==> src/rtl/store_serializer.sv <==
// store_serializer: narrows a store to sb/sh/sw width and writes it big-endian as byte beats
module store_serializer #(
  parameter int ADDR_W = 32
) (
  input  logic              clk,
  input  logic              rst_n,
  input  logic              req_valid,
  output logic              req_ready,
  input  logic [ADDR_W-1:0] req_addr,
  input  logic [31:0]       req_data,
  input  logic [1:0]        req_size,
  output logic              mem_wr_valid,
  input  logic              mem_wr_ready,
  output logic [ADDR_W-1:0] mem_wr_addr,
  output logic [7:0]        mem_wr_data,
  output logic              done,
  output logic              misalign_err
);
  typedef enum logic {IDLE, SEND} state_t;
  state_t state_q, state_d;
  logic [31:0] buf_q, buf_d;
  logic [ADDR_W-1:0] addr_q, addr_d;
  logic [2:0] cnt_q, cnt_d;
  logic done_q, done_d, err_q, err_d;
  logic accept, legal, beat;
  assign req_ready = state_q == IDLE;
  assign mem_wr_valid = state_q == SEND;
  assign mem_wr_addr = addr_q;
  assign mem_wr_data = buf_q[31:24];
  assign done = done_q;
  assign misalign_err = err_q;
  assign accept = req_valid && req_ready;
  assign beat = mem_wr_valid && mem_wr_ready;
  assign legal = (req_size == 2'b00) || (req_size == 2'b01 && !req_addr[0]) ||
                 (req_size == 2'b10 && req_addr[1:0] == 2'b00);
  always_comb begin
    state_d = state_q;
    buf_d = buf_q;
    addr_d = addr_q;
    cnt_d = cnt_q;
    done_d = 1'b0;
    err_d = 1'b0;
    if (accept && !legal) begin
      err_d = 1'b1;
    end else if (accept) begin
      state_d = SEND;
      addr_d = req_addr;
      buf_d = req_size == 2'b00 ? {req_data[7:0], 24'b0} :
              req_size == 2'b01 ? {req_data[15:0], 16'b0} : req_data;
      cnt_d = req_size == 2'b00 ? 3'd1 : req_size == 2'b01 ? 3'd2 : 3'd4;
    end else if (beat) begin
      buf_d = {buf_q[23:0], 8'b0};
      addr_d = addr_q + ADDR_W'(1);
      cnt_d = cnt_q - 3'd1;
      if (cnt_q == 3'd1) begin
        state_d = IDLE;
        done_d = 1'b1;
      end
    end
  end
  always_ff @(posedge clk) begin
    if (!rst_n) begin
      state_q <= IDLE;
      buf_q <= '0;
      addr_q <= '0;
      cnt_q <= '0;
      done_q <= 1'b0;
      err_q <= 1'b0;
    end else begin
      state_q <= state_d;
      buf_q <= buf_d;
      addr_q <= addr_d;
      cnt_q <= cnt_d;
      done_q <= done_d;
      err_q <= err_d;
    end
  end
endmodule

==> config.mk <==
export PLATFORM = sky130hd
export DESIGN_NAME = store_serializer
export DESIGN_NICKNAME = d
export VERILOG_FILES = /design/src/rtl/store_serializer.sv
export SDC_FILE = /design/constraint.sdc
export NUM_CORES = 1
export LEC_CHECK = 0
export BUFFER_PORTS_ARGS = -buffer_cell sky130_fd_sc_hd__buf_2
export CAP_MARGIN = 20
export CORE_MARGIN = 2
export CORE_UTILIZATION = 57
export DETAILED_ROUTE_END_ITERATION = 10
export HOLD_SLACK_MARGIN = 0.03
export PLACE_DENSITY = 0.89
export SLEW_MARGIN = 20
export SYNTH_ARGS = -nofsm -noshare
export SYNTH_HDL_FRONTEND = slang
export SYNTH_SLANG_ARGS = --single-unit
==> constraint.sdc <==
create_clock -name clk -period 5.7 [get_ports clk]
set_input_delay 0 -clock clk [delete_from_list [all_inputs] [get_ports clk]]
set_output_delay 0 -clock clk [all_outputs]
set_load 0.05 [all_outputs]
# Yosys cells after proc, flatten, opt, wreduce, memory -nomap -nowiden
# Cells that the tools add are included.
# word_totals
regBits	70
input_bits	70
out_inout_bits	44
wordCells	46
# op_classes
add_sub_neg	2
eq_ne	3
muxes	15
bitwise_logic	4
reduce_logical	16
# ops
op	n
$mux 32	6
$add 32x1->32 const B	1
$mux 3	4
$logic_and 1x1->1	5
$mux 1	5
$logic_not 2->1	2
$not 1->1	4
$reduce_bool 2->1	2
$reduce_or 4->1	1
$eq 3x1->1 const B	1
$reduce_and 3->1	1
$sub 3x1->3 const B	1
$eq 2x1->1 const B	1
$eq 2x2->1 const B	1
$logic_not 1->1	2
$logic_or 1x1->1	2
$reduce_and 2->1	1

# Logic depth before layout (Yosys ltp)
# Gate-level depths: netlist of the first run.
# depth
depth_word	8
ltp_mapped	8
mapped_depth_nobuf	6

# Worst setup path after synthesis of the first run
# No wires, ideal clock.
# synth_path
path_kind	flip-flop to flip-flop
start	reg addr_q[0], in the netlist mem_wr_addr[0]
end	reg addr_q[28], in the netlist mem_wr_addr[28]
setup_time_ps	120
t_arrival_ps	2212
required_time_ps	5580
path_slack_ps	3368
path_stages_with_launch	7
n_path_buf	0
path_cell_list	dfxtp_1 -> ha_1 -> nand4_1 -> nor4_4 -> nand3_1 -> o211a_1 -> a211o_1
# synth_between
elab_chain_len	3
# synth_rtl
element	line_no	source
start, declared	22	logic [ADDR_W-1:0] addr_q, addr_d;
start signal, assigned	72	addr_q <= addr_d;
$add 32x1->32	53	addr_d = addr_q + ADDR_W'(1);
$mux 32	51	end else if (beat) begin
$mux 32	45	end else if (accept) begin
# No other way between the ends. The select of a mux whose other input is x is not followed.
# A chain may end at the register's enable or synchronous reset.

# Worst setup path in the final report of the first run
# layout_path
start	reg state_q, in the netlist mem_wr_valid
end	reg addr_q[12], in the netlist mem_wr_addr[12]
# layout_between
elab_chain_len	5
# layout_rtl
element	line_no	source
start, declared	20	state_t state_q, state_d;
start signal, assigned	70	state_q <= state_d;
$not 1->1	26	assign req_ready = state_q == IDLE;
$logic_and 1x1->1	32	assign accept = req_valid && req_ready;
$logic_and 1x1->1	43	if (accept && !legal) begin
$not 1->1 (no line)	-	
$reduce_and 2->1 (no line)	-	
# Parallel ways exist; a longest one is shown, timed or not.

==> metrics.cfg, run 1 <==
[timing]
fin_crit_ns = 3.39
finalSetupTns_ns = 0
finalHoldViolCount = 0
skew_ns = 0.0137
hold-worst-slack_ns = 0.0376
post-route-period-util_pct = 59.6
slew_violations = 0
rsz0062_at_grt = false
tightestPinTransition_ns = 1.11
setup_ws_ns = 2.31
finalSetupViolCount = 0
fmax_mhz = 295
relSlewSlack_pct = 25.9

[min_path]
min-delay-start = req_addr[6]
min_to = mem_wr_addr[6]
holdPathStages = 4
worstHoldPathType = input port to flop

[worst_setup_path]
cp_data_arrival_time_ns = 3.63
cp_slowest_cell = o311ai_4
reg2regPathDepth = 6
r2r_setup_slack_ns = 2.31
path_cells = nand2b_2 > o311ai_4 > nand2_1 > o21ai_0 > a311oi_1 > dlygate4sd3_1
max_stage_delay_ns = 0.99
crit_buf_inv = 1
crit_fanout = 57
crit_cells = 6
cp_data_required_time_ns = 5.94
crit_type = flop to flop
r2r-start = mem_wr_valid
cp-end-kind = flop
crit_family = compound AO/OA/AOI/OAI gates
reg2reg_to = mem_wr_addr[12]
start_kind = flop

[placement]
place_congestion = 0.902
portBuffers = 113
dp_slack_ns = 2.49
hpwl_um = 7810

[logic_synthesis]
synth_cell_type_count = 58
synth-main-ff-cell = dfxtp_1
synth-edff-count = 0
synth_nets = 621
synth_top_area_share_pct = 34.3
synth.largest_area_cell = dfxtp_1
yosys_warnings = 0
yosysSeqAreaShare_pct = 34.3
ys_seq_elements = 70
synthCells = 548
yosys-top-cells-area = dfxtp_1, nand2_1, a21oi_1
syn_area_sq_um = 4090
ys_async_sr_fraction_pct = 0
syn_area_per_cell_sq_um = 7.46

[finish]
antenna_cells = 0
nFillCells = 524
nNetsFinal = 735
final_cell_mix = buf_2, nand2_1, dfxtp_1, a21oi_1, nor2_1
area_growth_pct = 26.5
layout_commonest_cell = buf_2
drive_gt1_share_pct = 22.0

[die]
rows = 30
fp.dieW_um = 88.7
die_area_sq_um = 7870
io_pins = 114
initial_core_util_pct = 59.5
fp.dieH_um = 88.7
core_sq_um = 6870

[run]
cap_violations = 0

[drt]
antenna_left = 0
wl_per_cell_um = 16.8
drtIter0Drc = 492
dr.pass1.iters = 5
viasPerCell = 6.29
wl_um = 12800
drc_errors = 0
num_vias = 4798

[grt]
grt_max_degree = 73
grt_pass1_vias = 4416
grt.overflow.total = 0
grt_pass1_wl_um = 20900
antenna_found_initial = 0
grt_usage_pct = 33.4

[outcome]
status = finished clean

[clocking]
post_cts_buffers = 0
clockBufferDepth = 2
cts_buffers = 9
clk_latency_ns = 0.35
htreeDepth = 3
cts_sinks = 70
cts_resized = 0
cts_tree = yes
cts-root-buf = clkbuf_8
clk_pin_slew_ns = 0.07
ctsHoldBuffers = 40

[power]
powerDensity_nw_per_um2 = 267
ir_worst_vdd_mv = 0.172
p_leak_uw = 0.00211

==> per-stage QoR <==
stage | cells | power [uW] | cell area (sq um) | util, %
floorplan | 548 | 832 | 4090 | -
global placement | 707 | 902 | 4560 | 66.3
detailed placement | 707 | 912 | 4560 | 66.3
CTS | 763 | 1370 | 5170 | 75.3
global route | 763 | 1440 | 5170 | 75.3
finish | 763 | 1380 | 5170 | 75.3
==> layout make-up <==
cell class / instances / area [sq um] / area share, %
Clock buffer: 12 / 145 / 2.81
Clock inverter: 4 / 70.1 / 1.35
Tap cell: 96 / 120 / 2.32
Timing Repair Buffer: 156 / 988 / 19.1
Inverter: 6 / 22.5 / 0.436
Multi-Input combinational cell: 419 / 2420 / 46.9
Sequential cell: 70 / 1400 / 27.1
==> logic make-up after synthesis <==
kind of cell,after synthesis,synth area share (%)
adder cells (fa/ha/maj),3,0.918
flip-flops,70,34.3
multiplexers,11,2.69
buffers and inverters,59,6.95
AO/OA/AOI/OAI,175,27.5
AND/OR/NAND/NOR,230,27.6
==> routing by layer <==
layer  vias to the layer above  wire length, um  global-route usage, %
met3                        47             1220                   4.85
met2                       315             6160                   54.1
met4                         0              413                   17.8
met5                         -                0                      0
met1                      2191             5040                   42.8
li1                       2245                -                      -
==> worst max path at each step <==
stage | from | end
finish | mem_wr_valid | mem_wr_addr[12]
global route | mem_wr_valid | mem_wr_addr[12]
CTS | mem_wr_valid | mem_wr_addr[12]
detailed placement | mem_wr_valid | buf_q[21]
global placement | mem_wr_valid | mem_wr_addr[24]
floorplan | mem_wr_addr[0] | mem_wr_addr[28]
==> flip-flops by register name (all words and copies together) (netlist names) <==
name / count
cnt_q: 3
mem_wr_addr: 32
buf_q: 32
misalign_err: 1
done: 1
mem_wr_valid: 1
==> Yosys cell counts (all sizes together), types with 4 or more instances <==
cell type and instances:
nand2 86, dfxtp 70, a21oi 55, nor2 45, nand3 44, o21ai 38, buf 27, clkbuf 26
o211ai 25, and3 15, a311oi 11, mux2i 11, nand4 10, nor3 7, o22ai 7, inv 6
a211oi 5, a31oi 5, nor4 5, a22oi 4
==> worst min-delay path, cell delays in order <==
cell and delay (ns):
buf_2 0.08, a32o_1 0.11, nand2_1 0.05, a21oi_1 0.11
==> power by group <==
part           switching, uW  internal (uW)
clock                    188            257
combinational            241            118
sequential              43.4            531
total                    473            906
Power figures use the tool's default switching activity.
==> inputs of run 2 (changes only) <==
--- a/config.mk
+++ b/config.mk
@@ -8,10 +8,10 @@
 export BUFFER_PORTS_ARGS = -buffer_cell sky130_fd_sc_hd__buf_2
 export CAP_MARGIN = 20
 export CORE_MARGIN = 2
-export CORE_UTILIZATION = 57
+export CORE_UTILIZATION = 48
 export DETAILED_ROUTE_END_ITERATION = 10
 export HOLD_SLACK_MARGIN = 0.03
-export PLACE_DENSITY = 0.89
+export PLACE_DENSITY = 0.8
 export SLEW_MARGIN = 20
 export SYNTH_ARGS = -nofsm -noshare
 export SYNTH_HDL_FRONTEND = slang
==> constraint.sdc (replaced) <==
create_clock -name clk -period 3 [get_ports clk]
set_input_delay 0 -clock clk [delete_from_list [all_inputs] [get_ports clk]]
set_output_delay 0 -clock clk [all_outputs]
set_load 0.05 [all_outputs]
==> run 2 against run 1 <==
Effect of this change: sequential share of layout area shrank 0.39 points; fmax increased by 47%; sequential power grew 90%; via count down 1.5%; critical path depth did not move; combinational power up 92%; global-route usage fell by 5.8 points.
==> metrics.cfg, run 2 (synthesis results as in run 1) <==
[outcome]
status = finished clean

[finish]
layout_commonest_cell = buf_2
nNetsFinal = 742  ; +0.95%
final_cell_mix = buf_2, nand2_1, dfxtp_1, a21oi_1, nor2_1
area_growth_pct = 28.3
antenna_cells = 0  ; unchanged
drive_gt1_share_pct = 22.6  ; +0.55 points

[worst_setup_path]
cp_data_required_time_ns = 3.26  ; -2.68 ns
path_cells = nand2b_2 > o311ai_4 > buf_4 > and3_1 > a21oi_1 > o22ai_1
r2r_setup_slack_ns = 0.69  ; -1.61 ns
crit_cells = 6  ; unchanged
crit_family = compound AO/OA/AOI/OAI gates
start_kind = flop
max_stage_delay_ns = 0.57  ; -0.42 ns
crit_buf_inv = 1  ; unchanged
cp_data_arrival_time_ns = 2.57  ; -1.06 ns
cp-end-kind = flop
crit_fanout = 42  ; -26%
reg2regPathDepth = 6  ; unchanged
cp_slowest_cell = o311ai_4
crit_type = flop to flop

[grt]
antenna_found_initial = 0  ; unchanged
grt_max_degree = 48  ; -34%
grt.overflow.total = 0  ; unchanged
grt_usage_pct = 27.6  ; -5.8 points
grt_pass1_wl_um = 20400  ; -2.2%
grt_pass1_vias = 4298  ; -2.7%

[power]
power.switching_uw = 908  ; +92%
internal_power_uw = 1750  ; +93%
powerDensity_nw_per_um2 = 506  ; +90%
p_seq_share_pct = 41.0  ; -0.6 points
power_uw = 2660  ; +93%
ir_worst_vdd_mv = 0.268  ; +55%
p_sw_share_pct = 34.2  ; -0.12 points
p_clk_share_pct = 33.0  ; +0.7 points
power_frac_comb_pct = 26.0  ; about the same
p_leak_uw = 0.00214  ; +1.4%

[drt]
wl_per_cell_um = 16.5  ; -2.1%
antenna_left = 0  ; unchanged
drtIter0Drc = 392  ; -20%
dr.pass1.iters = 5  ; unchanged
wl_um = 12800  ; -0.19%
num_vias = 4728  ; -1.5%
drc_errors = 0  ; unchanged
viasPerCell = 6.08  ; -3.4%

[timing]
post-route-period-util_pct = 76.9  ; +17 points
finalHoldViolCount = 0  ; unchanged
slew_violations = 0  ; unchanged
rsz0062_at_grt = false
fin_crit_ns = 2.31  ; -1.09 ns
finalSetupViolCount = 0  ; unchanged
finalSetupTns_ns = 0  ; unchanged
tightestPinTransition_ns = 0.687  ; -0.424 ns
relSlewSlack_pct = 54.0  ; +28 points
fmax_mhz = 434  ; +47%
skew_ns = 0.0178  ; +0.00413 ns

[clocking]
clockBufferDepth = 2  ; unchanged
htreeDepth = 3  ; unchanged
cts_tree = yes
cts_buffers = 9  ; unchanged
cts-root-buf = clkbuf_8
clk_pin_slew_ns = 0.08  ; about the same
cts_sinks = 70  ; unchanged
post_cts_buffers = 0  ; unchanged
clk_latency_ns = 0.35  ; about the same

[placement]
hpwl_um = 8180  ; +4.7%
portBuffers = 113  ; unchanged
place_congestion = 1.04  ; +15%

[die]
core_sq_um = 8220  ; +20%
rows = 33  ; +10%
io_pins = 114  ; unchanged
fp.dieH_um = 96.3  ; +8.6%
die_area_sq_um = 9270  ; +18%
fp.dieW_um = 96.3  ; +8.6%
initial_core_util_pct = 49.8  ; -9.8 points

[min_path]
holdPathStages = 4  ; unchanged
worstHoldPathType = input port to flop

[run]
cap_violations = 0  ; unchanged

==> run 2: cell types whose count changed in the layout (fill, tap and decap cells not counted), sizes merged <==
| cell | before | now |
|---|---|---|
| buf | 116 | 121 |
| clkinv | 2 | 0 |
| clkinvlp | 0 | 1 |
| dlygate4sd3 | 40 | 42 |
==> run 2: what timing repair did <==
item,in CTS,in global routing
setup endpoints to repair,0,0
endpoints found under the hold margin,50,0
hold buffers,42,0
gates resized for setup,0,0
==> run 2: final timing paths <==
check / start / to
worst min register to register: buf_q[3] / buf_q[3]
worst max register to register: mem_wr_valid / mem_wr_addr[24]
worst max-delay path: mem_wr_valid / mem_wr_addr[24]
worst min-delay path: req_addr[6] / mem_wr_addr[6]
==> run 2: final cells by class <==
| cell class | count | area (sq um) |
|---|---|---|
| inverter | 6 | 22.5 |
| fill | 708 | 2970 |
| timing repair buffer | 163 | 1050 |
| clock buffer | 12 | 155 |
| multi-input combinational | 419 | 2420 |
| sequential | 70 | 1400 |
| tap | 105 | 131 |
| clock inverter | 3 | 67.6 |
==> run 2: tightest hold or removal path, stage by stage <==
cell and delay, ns:
buf_2 0.08, a32o_1 0.11, nand2_1 0.05, a21oi_1 0.11
==> run 2: per-stage QoR <==
step                      hold WS (ns)  instances  setup slack [ns]  instance area [sq um]  util, %
after global routing            0.0519        778             0.504                   5250     63.9
after CTS                       0.0312        778             0.728                   5250     63.9
after floorplan                  0.114        548             0.668                   4090        -
final                           0.0425        778             0.694                   5250     63.9
after global placement           0.253        721             0.860                   4600     56.0
after detailed placement         0.263        721             0.743                   4600     56.0
==> run 2: per-layer routing <==
layer	share of wire [%]	track usage, %	wire (um)
met5	0	0	0
met3	9.1	3.92	1170
met1	42	36.4	5450
met2	47	46.0	6010
met4	1.5	9.39	188
==> run 2: power by group through the flow <==
stage / Clock, uW / Combinational, uW / Sequential, uW
CTS: 878 / 683 / 1090
detailed placement: 0 / 640 / 1110
global route: 918 / 747 / 1100
floorplan: 0 / 368 / 1210
finish: 877 / 690 / 1090
global placement: 0 / 625 / 1100
